<file path="src/rtl/auto_pipe_credit_pkg.sv">
// Shared types and helpers for the auto-pipeline credit controller.
// Latency: n/a (declarations only).
// Backpressure: n/a.
package auto_pipe_credit_pkg;

  typedef enum logic [2:0] {
    ST_IDLE,
    ST_PROBE,
    ST_WAIT_ECHO,
    ST_RUN,
    ST_DRAIN
  } state_t;

  // The probe marker lives at bit DATA_WIDTH + PROBE_BIT_OFFSET of the chain word.
  localparam int PROBE_BIT_OFFSET = 0;

  // Width needed to hold a credit count of 0..credits inclusive.
  function automatic int credit_width(input int credits);
    return $clog2(credits + 1);
  endfunction

endpackage

</file>
<file path="src/rtl/auto_pipe_credit_ctrl_if.sv">
// Bundles producer handshake, forward-chain drive and far-end return signals.
// Latency: n/a (wiring only).
// Backpressure: in_ready is driven by the controller (slave modport).
// Ports: in_valid/in_data/in_ready producer side; chain_enable_out/chain_data_out to
//        the forward chain; credit_return_in/probe_echo_in from the return chain.
interface auto_pipe_credit_ctrl_if #(
  parameter int DATA_WIDTH = 32
);
  logic                  in_valid;
  logic [DATA_WIDTH-1:0] in_data;
  logic                  in_ready;
  logic                  chain_enable_out;
  logic [DATA_WIDTH:0]   chain_data_out;
  logic                  credit_return_in;
  logic                  probe_echo_in;

  // Controller side.
  modport slave (
    input  in_valid, in_data, credit_return_in, probe_echo_in,
    output in_ready, chain_enable_out, chain_data_out
  );

  // Producer / chain environment side.
  modport master (
    output in_valid, in_data, credit_return_in, probe_echo_in,
    input  in_ready, chain_enable_out, chain_data_out
  );
endinterface

</file>
<file path="src/rtl/auto_pipe_credit_counter.sv">
// Saturating credit counter: +1 per returned credit, -1 per transfer, net zero when both.
// Latency: count updates on the clock edge after inc/dec.
// Backpressure: zero flags exhaustion; a return while full saturates and sets sticky overflow.
// Ports: clk, rst_n, inc, dec in; count, zero, full, overflow out.
module auto_pipe_credit_counter
  import auto_pipe_credit_pkg::*;
#(
  parameter  int CREDITS = 16,
  localparam int CRED_W  = credit_width(CREDITS)
) (
  input  logic              clk,
  input  logic              rst_n,
  input  logic              inc,
  input  logic              dec,
  output logic [CRED_W-1:0] count,
  output logic              zero,
  output logic              full,
  output logic              overflow
);

  localparam logic [CRED_W-1:0] CRED_MAX = CRED_W'(CREDITS);

  logic [CRED_W-1:0] count_q, count_d;
  logic              overflow_q, overflow_d;

  always_comb begin
    count_d    = count_q;
    overflow_d = overflow_q;
    if (inc && !dec) begin
      if (count_q == CRED_MAX) begin
        overflow_d = 1'b1;
      end else begin
        count_d = count_q + CRED_W'(1);
      end
    end else if (dec && !inc && (count_q != '0)) begin
      count_d = count_q - CRED_W'(1);
    end
  end

  always_ff @(posedge clk or negedge rst_n) begin
    if (!rst_n) begin
      count_q    <= CRED_MAX;
      overflow_q <= 1'b0;
    end else begin
      count_q    <= count_d;
      overflow_q <= overflow_d;
    end
  end

  assign count    = count_q;
  assign zero     = (count_q == '0);
  assign full     = (count_q == CRED_MAX);
  assign overflow = overflow_q;

endmodule

</file>
<file path="src/rtl/auto_pipe_credit_ctrl.sv">
// Credit flow controller feeding an auto-pipelined register chain; measures chain round trip with a probe token.
// Latency: input handshake -> chain_enable_out 1 cycle; credit_return_in -> in_ready 1 cycle.
// Backpressure: in_ready only in RUN with credits left, so the far-end FIFO is never overrun.
// Ports: clk, rst_n, calibrate_in plain; bus (slave) carries producer handshake, chain drive,
//        credit return and probe echo; rtt_out, rtt_valid_out, timeout_out, overflow_err_out, credits_out status.
module auto_pipe_credit_ctrl
  import auto_pipe_credit_pkg::*;
#(
  parameter  int DATA_WIDTH = 32,
  parameter  int CREDITS    = 16,
  parameter  int MAX_RTT    = 255,
  parameter  int CNT_W      = $clog2(MAX_RTT + 1),
  localparam int CRED_W     = credit_width(CREDITS)
) (
  input  logic                clk,
  input  logic                rst_n,
  input  logic                calibrate_in,
  auto_pipe_credit_ctrl_if.slave bus,
  output logic [CNT_W-1:0]    rtt_out,
  output logic                rtt_valid_out,
  output logic                timeout_out,
  output logic                overflow_err_out,
  output logic [CRED_W-1:0]   credits_out
);

  localparam int                  CW1        = DATA_WIDTH + 1;
  localparam logic [DATA_WIDTH:0] PROBE_WORD = CW1'(1) << (DATA_WIDTH + PROBE_BIT_OFFSET);
  // Last counter value at which an echo still counts; the next cycle would make the RTT exceed MAX_RTT.
  localparam logic [CNT_W-1:0]    RTT_LAST   = CNT_W'(MAX_RTT - 1);

  state_t              state_q, state_d;
  logic [CNT_W-1:0]    rtt_cnt_q, rtt_cnt_d;
  logic [CNT_W-1:0]    rtt_q, rtt_d;
  logic                rtt_vld_q, rtt_vld_d;
  logic                timeout_q, timeout_d;
  logic                chain_en_q, chain_en_d;
  logic [DATA_WIDTH:0] chain_dat_q, chain_dat_d;

  logic                in_ready;
  logic                xfer;
  logic                cred_zero;
  logic                cred_full;
  logic                cred_ovf;
  logic [CRED_W-1:0]   cred_count;

  // Combinational from registered state and count so credit returns reach in_ready in one cycle.
  assign in_ready = (state_q == ST_RUN) && !cred_zero;
  assign xfer     = bus.in_valid && in_ready;

  auto_pipe_credit_counter #(
    .CREDITS (CREDITS)
  ) u_credits (
    .clk      (clk),
    .rst_n    (rst_n),
    .inc      (bus.credit_return_in),
    .dec      (xfer),
    .count    (cred_count),
    .zero     (cred_zero),
    .full     (cred_full),
    .overflow (cred_ovf)
  );

  always_comb begin
    state_d     = state_q;
    rtt_cnt_d   = rtt_cnt_q;
    rtt_d       = rtt_q;
    rtt_vld_d   = rtt_vld_q;
    timeout_d   = timeout_q;
    chain_en_d  = 1'b0;
    chain_dat_d = chain_dat_q;

    unique case (state_q)
      ST_IDLE: begin
        state_d = ST_PROBE;
      end

      // The probe is launched without touching the credit count.
      ST_PROBE: begin
        chain_en_d  = 1'b1;
        chain_dat_d = PROBE_WORD;
        rtt_cnt_d   = '0;
        state_d     = ST_WAIT_ECHO;
      end

      // Counter is 0 in the cycle the probe is on chain_enable_out, hence the +1.
      ST_WAIT_ECHO: begin
        if (bus.probe_echo_in) begin
          rtt_d     = rtt_cnt_q + CNT_W'(1);
          rtt_vld_d = 1'b1;
          timeout_d = 1'b0;
          state_d   = ST_RUN;
        end else if (rtt_cnt_q == RTT_LAST) begin
          rtt_vld_d = 1'b0;
          timeout_d = 1'b1;
          state_d   = ST_RUN;
        end else begin
          rtt_cnt_d = rtt_cnt_q + CNT_W'(1);
        end
      end

      ST_RUN: begin
        if (xfer) begin
          chain_en_d  = 1'b1;
          chain_dat_d = {1'b0, bus.in_data};
        end
        if (calibrate_in) begin
          state_d = ST_DRAIN;
        end
      end

      // Waiting for every credit back guarantees the chain is empty of payload while probing.
      ST_DRAIN: begin
        if (cred_full) begin
          state_d = ST_PROBE;
        end
      end

      default: begin
        state_d = ST_IDLE;
      end
    endcase
  end

  always_ff @(posedge clk or negedge rst_n) begin
    if (!rst_n) begin
      state_q     <= ST_IDLE;
      rtt_cnt_q   <= '0;
      rtt_q       <= '0;
      rtt_vld_q   <= 1'b0;
      timeout_q   <= 1'b0;
      chain_en_q  <= 1'b0;
      chain_dat_q <= '0;
    end else begin
      state_q     <= state_d;
      rtt_cnt_q   <= rtt_cnt_d;
      rtt_q       <= rtt_d;
      rtt_vld_q   <= rtt_vld_d;
      timeout_q   <= timeout_d;
      chain_en_q  <= chain_en_d;
      chain_dat_q <= chain_dat_d;
    end
  end

  assign bus.in_ready         = in_ready;
  assign bus.chain_enable_out = chain_en_q;
  assign bus.chain_data_out   = chain_dat_q;
  assign rtt_out              = rtt_q;
  assign rtt_valid_out        = rtt_vld_q;
  assign timeout_out          = timeout_q;
  assign overflow_err_out     = cred_ovf;
  assign credits_out          = cred_count;

endmodule

</file>
<file path="src/flat_wrapper.sv">
// flat-port wrapper written by rule: the top's interface ports become plain ports
module auto_pipe_credit_ctrl_flat import auto_pipe_credit_pkg::*;
#(
  parameter  int DATA_WIDTH = 32,
  parameter  int CREDITS    = 16,
  parameter  int MAX_RTT    = 255,
  parameter  int CNT_W      = $clog2(MAX_RTT + 1),
  localparam int CRED_W     = credit_width(CREDITS)
)
  (clk, rst_n, calibrate_in, rtt_out, rtt_valid_out, timeout_out, overflow_err_out, credits_out, bus_in_valid, bus_in_data, bus_credit_return_in, bus_probe_echo_in, bus_in_ready, bus_chain_enable_out, bus_chain_data_out);
  auto_pipe_credit_ctrl_if #(.DATA_WIDTH(DATA_WIDTH)) bus_i ();
  input  logic clk;
  input  logic rst_n;
  input  logic calibrate_in;
  output logic [CNT_W-1:0] rtt_out;
  output logic rtt_valid_out;
  output logic timeout_out;
  output logic overflow_err_out;
  output logic [CRED_W-1:0] credits_out;
  input wire logic [$bits(bus_i.in_valid)-1:0] bus_in_valid;
  input wire logic [$bits(bus_i.in_data)-1:0] bus_in_data;
  input wire logic [$bits(bus_i.credit_return_in)-1:0] bus_credit_return_in;
  input wire logic [$bits(bus_i.probe_echo_in)-1:0] bus_probe_echo_in;
  output wire logic [$bits(bus_i.in_ready)-1:0] bus_in_ready;
  output wire logic [$bits(bus_i.chain_enable_out)-1:0] bus_chain_enable_out;
  output wire logic [$bits(bus_i.chain_data_out)-1:0] bus_chain_data_out;
  assign bus_i.in_valid = bus_in_valid;
  assign bus_i.in_data = bus_in_data;
  assign bus_i.credit_return_in = bus_credit_return_in;
  assign bus_i.probe_echo_in = bus_probe_echo_in;
  assign bus_in_ready = bus_i.in_ready;
  assign bus_chain_enable_out = bus_i.chain_enable_out;
  assign bus_chain_data_out = bus_i.chain_data_out;
  auto_pipe_credit_ctrl #(.DATA_WIDTH(DATA_WIDTH), .CREDITS(CREDITS), .MAX_RTT(MAX_RTT), .CNT_W(CNT_W)) u_core (.clk(clk), .rst_n(rst_n), .calibrate_in(calibrate_in), .bus(bus_i), .rtt_out(rtt_out), .rtt_valid_out(rtt_valid_out), .timeout_out(timeout_out), .overflow_err_out(overflow_err_out), .credits_out(credits_out));
endmodule
</file>
<file path="config.mk">
export PLATFORM = sky130hd
export DESIGN_NAME = auto_pipe_credit_ctrl_flat
export DESIGN_NICKNAME = d
export VERILOG_FILES = /design/src/rtl/auto_pipe_credit_pkg.sv /design/src/rtl/auto_pipe_credit_ctrl_if.sv /design/src/rtl/auto_pipe_credit_counter.sv /design/src/rtl/auto_pipe_credit_ctrl.sv /design/src/flat_wrapper.sv
export SDC_FILE = /design/constraint.sdc
export NUM_CORES = 1
export LEC_CHECK = 0
export CAP_MARGIN = 20
export CORE_UTILIZATION = 47
export CTS_CLUSTER_DIAMETER = 50
export DETAILED_ROUTE_END_ITERATION = 7
export PLACE_DENSITY = 0.87
export SLEW_MARGIN = 20
export SYNTH_ARGS = -nofsm -noshare
export SYNTH_HDL_FRONTEND = slang
export SYNTH_HIERARCHICAL = 1
export SYNTH_SLANG_ARGS = --single-unit
</file>
<file path="constraint.sdc">
create_clock -name clk -period 4.29 [get_ports clk]
set_clock_uncertainty 0.05 [all_clocks]
set_input_delay 0.858 -clock clk [delete_from_list [all_inputs] [get_ports clk]]
set_output_delay 0.858 -clock clk [all_outputs]
set_load 0.02 [all_outputs]
</file>
==> impl_results.md, run 1 <==
- RSZ-0062 raised after global routing: no
- Hold Buf Count CTS: 0
- Largest net degree at the start of global routing: 38
- Final core occ: 0.673
- Crit path required time: 4480 ps
- Initial antenna violation count: 0
- Routed WL per cell: 13.9 µm
- Vias per cell: 5.34
- Synth Register Bits: 61
- Cell taking the most area after synthesis: dfrtp_1
- Area contributors post-synth: dfrtp_1 (52%), nand2_1 (11%), nand3_1 (7.3%)
- First drt pass iteration count: 6
- Final slew viol count: 0
- Mapped cell area: 0.00288 mm²
- Post-CTS setup repair buffer count: 0
- Cell count after synthesis: 303
- Final net count: 433
- Ys Warns: 6
- Sw Pwr: 1.18 mW
- H-tree levels: 3
- Core Area: 0.00592 mm²
- GRT Overall Usage: 0.212
- TNS Setup: 0 ps
- Crit. End Element: flop
- DP HPWL: 4420 µm
- Clk pwr share: 0.198
- Slew Limit Headroom: 0.563
- Peak Freq: 0.297 GHz
- Hold Crit Class: flop to flop
- Synth cell count leaders: nand2_1 (82), dfrtp_1 (60), nand3_1 (42)
- Dpl cell area: 0.00376 mm²
- # clock sinks: 61
- Chip height: 80.3 µm
- CTS clk-pin slew, worst paths: 70 ps
- Period utilization: 0.784
- Clock buffer depth: 2
- Most numerous cell in the Yosys netlist: nand2_1
- Die extent in x: 80.3 µm
- PD cells: 756 mW/mm²
- Fin area: 0.00399 mm²
- Latest clock arrival within the worst-skew pair: 330 ps
- Post-synth EDFFs: 0
- Synth unique cells: 44
- Vias in the first global route: 2,275
- Status: complete, no violations
- P_leak: 1.88 nW
- Comb pwr share: 0.470
- Max Cap Violations: 0
- CP arrival: 3550 ps
- Row Count: 28
- Final Setup Violations: 0
- Hold Violations, Final: 0
- Syn_area_per_cell: 9.50 µm²
- Diode count: 0
- First-pass GRT wire length: 10,400 µm
- CTS tree: built
- Total wire length: 6490 µm
- DRC: 0
- DIE AREA: 0.00644 mm²
- Remaining antenna violation count: 0
- Main synth FF type: dfrtp_1
- Syn nets: 347
- Vias post-DR: 2,501
- Async set-reset flop share out of synthesis: 1.00
- Num CTS Buffers: 9
- Peak supply drop: 437 µV
- Setup CP Type: flop to flop
- Pint: 1.83 mW
- Post-synthesis sequential area ratio: 0.531
- Area grow syn2layout: 38.5%
- Post-CTS sizing: 0
- Gr ovfl total: 0
- Worst Tran Pin Value: 655 ps
- Critical Path Fanout Max: 37
- Sw frac: 0.391
- DR iter-0 viols: 180
- # IOs: 89
- Sequential Power Share: 0.332
- Initial core utilization: 0.486
- Top cell type's share of synthesized area: 0.522
- CTS root buf: clkbuf_8
- Gp weighted congestion: 0.880
- IO Port Bufs: 88
- Layout cells sized above 1: 0.0738
- Crit start category: flop
- Final Critical Period: 3360 ps
-- through the flow --
stage	hold slack [ps]	instances	total power, mW	setup slack, ps
2_1_floorplan	452	303	1.84	1210
3_3_place_gp	409	453	2.37	741
3_5_place_dp	413	453	2.42	650
4_1_cts	431	468	3.03	952
5_1_grt	435	468	3.20	717
6_report	428	468	3.01	926
-- routing by layer --
metal,GRT usage,part of all wire,vias to the layer above
met4,0.100,0.020,0
met1,0.258,0.42,1201
met5,0,0,-
li1,-,-,1200
met2,0.353,0.51,89
met3,0.0511,0.054,11
-- worst max-delay path, cell delays in order (launching register included) --
cell and delay, ps:
dfrtp_1 450, or4_4 600, nor2_1 140, or3b_1 190, clkinv_4 230, nand2b_1 370
ha_1 350, a21o_1 180, a21oi_1 190, xnor2_1 170, o21ai_0 120, a211oi_1 220
-- final cells by class --
type	count	area, µm²
Multi-Input combinational cell	216	1190
Timing Repair Buffer	91	898
Inverter	10	42.5
Clock buffer	10	128
Tap cell	75	93.8
Fill cell	502	1940
Clock inverter	5	100
Sequential cell	61	1530
-- final timing paths --
path,from,endpoint,slack (ps),cells after the start
min,u_core/rtt_out[6],u_core/rtt_out[6],430,1
min reg2reg,u_core/rtt_out[6],u_core/rtt_out[6],430,1
max,u_core/u_credits/count[1],u_core/u_credits/count[3],930,11
max in group asynchronous,rst_n,u_core/u_credits/count[4],2800,2
max reg2reg,u_core/u_credits/count[1],u_core/u_credits/count[3],930,11
min in group asynchronous,rst_n,u_core/bus.chain_data_out[10],510,1
-- cell families (layout without fill, tap and decap cells) --
| group | Yosys count | count (layout) | synth area share |
|---|---|---|---|
| simple gates | 155 | 155 | 0.254 |
| xor+xnor | 5 | 5 | 0.0152 |
| mux | 2 | 2 | 0.00696 |
| fa+ha+maj | 6 | 6 | 0.0287 |
| compound gates | 48 | 48 | 0.110 |
| flops | 61 | 61 | 0.531 |
| buf+inv | 26 | 116 | 0.0539 |
-- placed cells by master (no fill, tap or decap), types with 2 or more instances in the layout --
master,n
o21bai_1,2
nor2_1,8
or3b_1,2
a211oi_1,2
nand2b_1,6
a21o_1,6
nor2b_1,2
xor2_1,2
clkbuf_8,9
buf_4,3
inv_1,9
clkinv_2,2
o21ai_0,15
a41oi_1,3
bufinv_16,3
clkdlybuf4s50_1,87
nand2_1,82
mux2i_1,2
o211ai_1,2
or3_1,2
ha_1,5
a21oi_1,12
nand3_1,42
dfrtp_1,60
or2_2,2
xnor2_1,3
-- sequential cells by signal, indices dropped and copies added, names as in the netlist --
register	count
u_core/bus.chain_data_out	33
u_core/bus.chain_enable_out	1
u_core/rtt_cnt_q	8
u_core/rtt_out	8
u_core/rtt_valid_out	1
u_core/state_q	3
u_core/timeout_out	1
u_core/u_credits/count	5
u_core/u_credits/overflow	1
-- power groups by stage --
stage	Clock, mW	Combinational [mW]	Sequential [mW]
after floorplan	0	0.621	1.22
after global placement	0	1.37	0.998
after detailed placement	0	1.42	1.00
after CTS	0.603	1.42	1.00
after global routing	0.626	1.54	1.03
final	0.595	1.42	1.00
Power figures use the tool's default switching activity.
==> run 2: changes to the inputs <==
--- a/config.mk
+++ b/config.mk
@@ -6,10 +6,10 @@
 export NUM_CORES = 1
 export LEC_CHECK = 0
 export CAP_MARGIN = 20
-export CORE_UTILIZATION = 47
+export CORE_UTILIZATION = 42
 export CTS_CLUSTER_DIAMETER = 50
 export DETAILED_ROUTE_END_ITERATION = 7
-export PLACE_DENSITY = 0.87
+export PLACE_DENSITY = 0.83
 export SLEW_MARGIN = 20
 export SYNTH_ARGS = -nofsm -noshare
 export SYNTH_HDL_FRONTEND = slang
==> constraint.sdc (replaced) <==
create_clock -name clk -period 2.9 [get_ports clk]
set_clock_uncertainty 0.05 [all_clocks]
set_input_delay 0.58 -clock clk [delete_from_list [all_inputs] [get_ports clk]]
set_output_delay 0.58 -clock clk [all_outputs]
set_load 0.02 [all_outputs]
==> run 2 against run 1 <==
  * The flow now finishes with violations (DRC)
  * Flip-flop and latch count unchanged
  * Combinational power is 57% higher
  * Routed wire length up 5.2%
  * Final cell count rose by 1.9%
  * Via count up 1.4%
  * Design area is 2.4% higher
  * Worst setup slack lost 820 ps
  * Register-to-register slack got worse by 820 ps
  * Sequential power up 45%
  * Largest power group unchanged
==> impl_results.md, run 2 (synthesized netlist as in run 1, its figures left out) <==
- CP max stage delay: 600 ps
- Initial core utilization: 0.443
- Crit path required time: 3070 ps
- Final net count: 439
- PD cells: 1110 mW/mm²
- Reg2Reg Capture Point: u_core/u_credits/count[3]
- Row Count: 29
- Layout cells sized above 1: 0.110
- Clock buffer depth: 2
- Slew Limit Headroom: 0.571
- Peak Freq: 0.358 GHz
- Met1 wire length: 2970 µm
- DIE AREA: 0.00719 mm²
- Final core occ: 0.628
- Hold Buf Count CTS: 0
- Chip height: 84.8 µm
- Gp weighted congestion: 0.937
- Routed WL per cell: 14.3 µm
- Critical Path Fanout Max: 5
- Area grow syn2layout: 41.8%
- Met3 wire length: 353 µm
- Max FFs per register: 33
- Core Area: 0.00649 mm²
- Worst Tran Pin Value: 643 ps
- P_leak: 1.92 nW
- Post-CTS setup repair buffer count: 0
- Die extent in x: 84.8 µm
- DRC: 8
- Vias in the first global route: 2,480
- Max Cap Violations: 0
- Gr ovfl total: 0
- Diode count: 0
- Total wire length: 6830 µm
- Latest clock arrival within the worst-skew pair: 330 ps
- DP HPWL: 4770 µm
- DR iter-0 viols: 101
- CTS root buf: clkbuf_8
- Placed insts: 461
- # clock sinks: 61
- Register-to-register path setup slack: 110 ps
- Largest net degree at the start of global routing: 37
- Remaining antenna violation count: 0
- Status: finished with violations
- GRT Overall Usage: 0.203
- CP arrival: 2960 ps
- Initial antenna violation count: 0
- Reg2Reg Launch Point: u_core/u_credits/count[2]
- IO Port Bufs: 88
- Crit. End Element: flop
- Setup CP Type: flop to flop
- CP Cell Sequence: or4_4 -> nor2_4 -> or3b_4 -> clkinv_4 -> nand2b_4 -> ha_1 -> a21o_1 -> a21oi_2 -> xnor2_1 -> o21ai_1 -> a211oi_1
- Most common cell after layout, fill and taps aside: clkdlybuf4s50_1
- Vias post-DR: 2,536
- Hold Violations, Final: 0
- H-tree levels: 3
- Post-CTS sizing: 0
- Hold Crit Class: input port to asynchronous set/reset pin
- Peak supply drop: 671 µV
- CTS clk-pin slew, worst paths: 70 ps
- First drt pass iteration count: 7
- CTS tree: built
- First-pass GRT wire length: 11,500 µm
- Final Critical Period: 2790 ps
- Post-place setup slack: -32.5 ps
- TNS Setup: 0 ps
- Commonest non-fill, non-tap cells in the layout: clkdlybuf4s50_1 (87), nand2_1 (82), dfrtp_1 (57)
- Worst r2r path cells: 11
- Max layer used: met4
- Final slew viol count: 0
- Num CTS Buffers: 9
- # IOs: 89
- Crit start category: flop
- Detail Route met2 WL: 3430 µm
- Period utilization: 0.962
- Non-Filler Instances: 477
- Setup WS post-layout: 110 ps
- Worst path slowest cell: or4_4
- Failing checks: DRC
- Final Setup Violations: 0
- Vias per cell: 5.32
-- run 2: worst max path at each step --
stage / to / start / cells after the start / slack, ps
after global placement: u_core/u_credits/count[4] / bus_in_valid / 11 / 50
after floorplan: u_core/u_credits/count[3] / u_core/u_credits/count[0] / 14 / -40
after global routing: u_core/u_credits/count[4] / u_core/u_credits/count[2] / 12 / -20
final: u_core/u_credits/count[3] / u_core/u_credits/count[2] / 11 / 110
after detailed placement: u_core/u_credits/count[4] / bus_in_valid / 11 / -30
after CTS: u_core/u_credits/count[4] / u_core/u_credits/count[0] / 12 / 50
-- run 2: through the flow --
step	cell area [µm²]	power, mW	hold slack [ps]
finish	4080	4.54	222
floorplan	2920	2.77	234
global placement	3850	3.61	415
CTS	4070	4.55	232
global route	4080	4.83	269
detailed placement	3850	3.69	419
-- run 2: report_power, final --
part           total, mW  internal, mW  switching (mW)
combinational       2.23          1.02            1.21
clock              0.853         0.528           0.325
sequential          1.45          1.20           0.250
total               4.54          2.75            1.79
-- run 2: per-layer routing --
layer | GRT usage | up-vias
met4 | 0.0801 | 0
met2 | 0.347 | 84
li1 | - | 1216
met1 | 0.249 | 1226
met5 | 0 | -
met3 | 0.0472 | 10
-- run 2: critical path: cells and delay by family, from the launching register on --
kind | cells | cell delay, ps
and+or+nand+nor | 4 | 1060
AOI/OAI and AO/OA | 4 | 670
buffers and inverters | 1 | 50
adders and majority gates | 1 | 280
xor gates and xnor gates | 1 | 160
DFF | 1 | 410
-- run 2: cell type report --
class                      instances  area (µm²)
inverter                          10        42.5
clock inverter                     4        70.1
tap                               77        96.3
fill                             539        2410
clock buffer                      12         155
timing repair buffer              97         956
sequential                        61        1530
multi-input combinational        216        1230
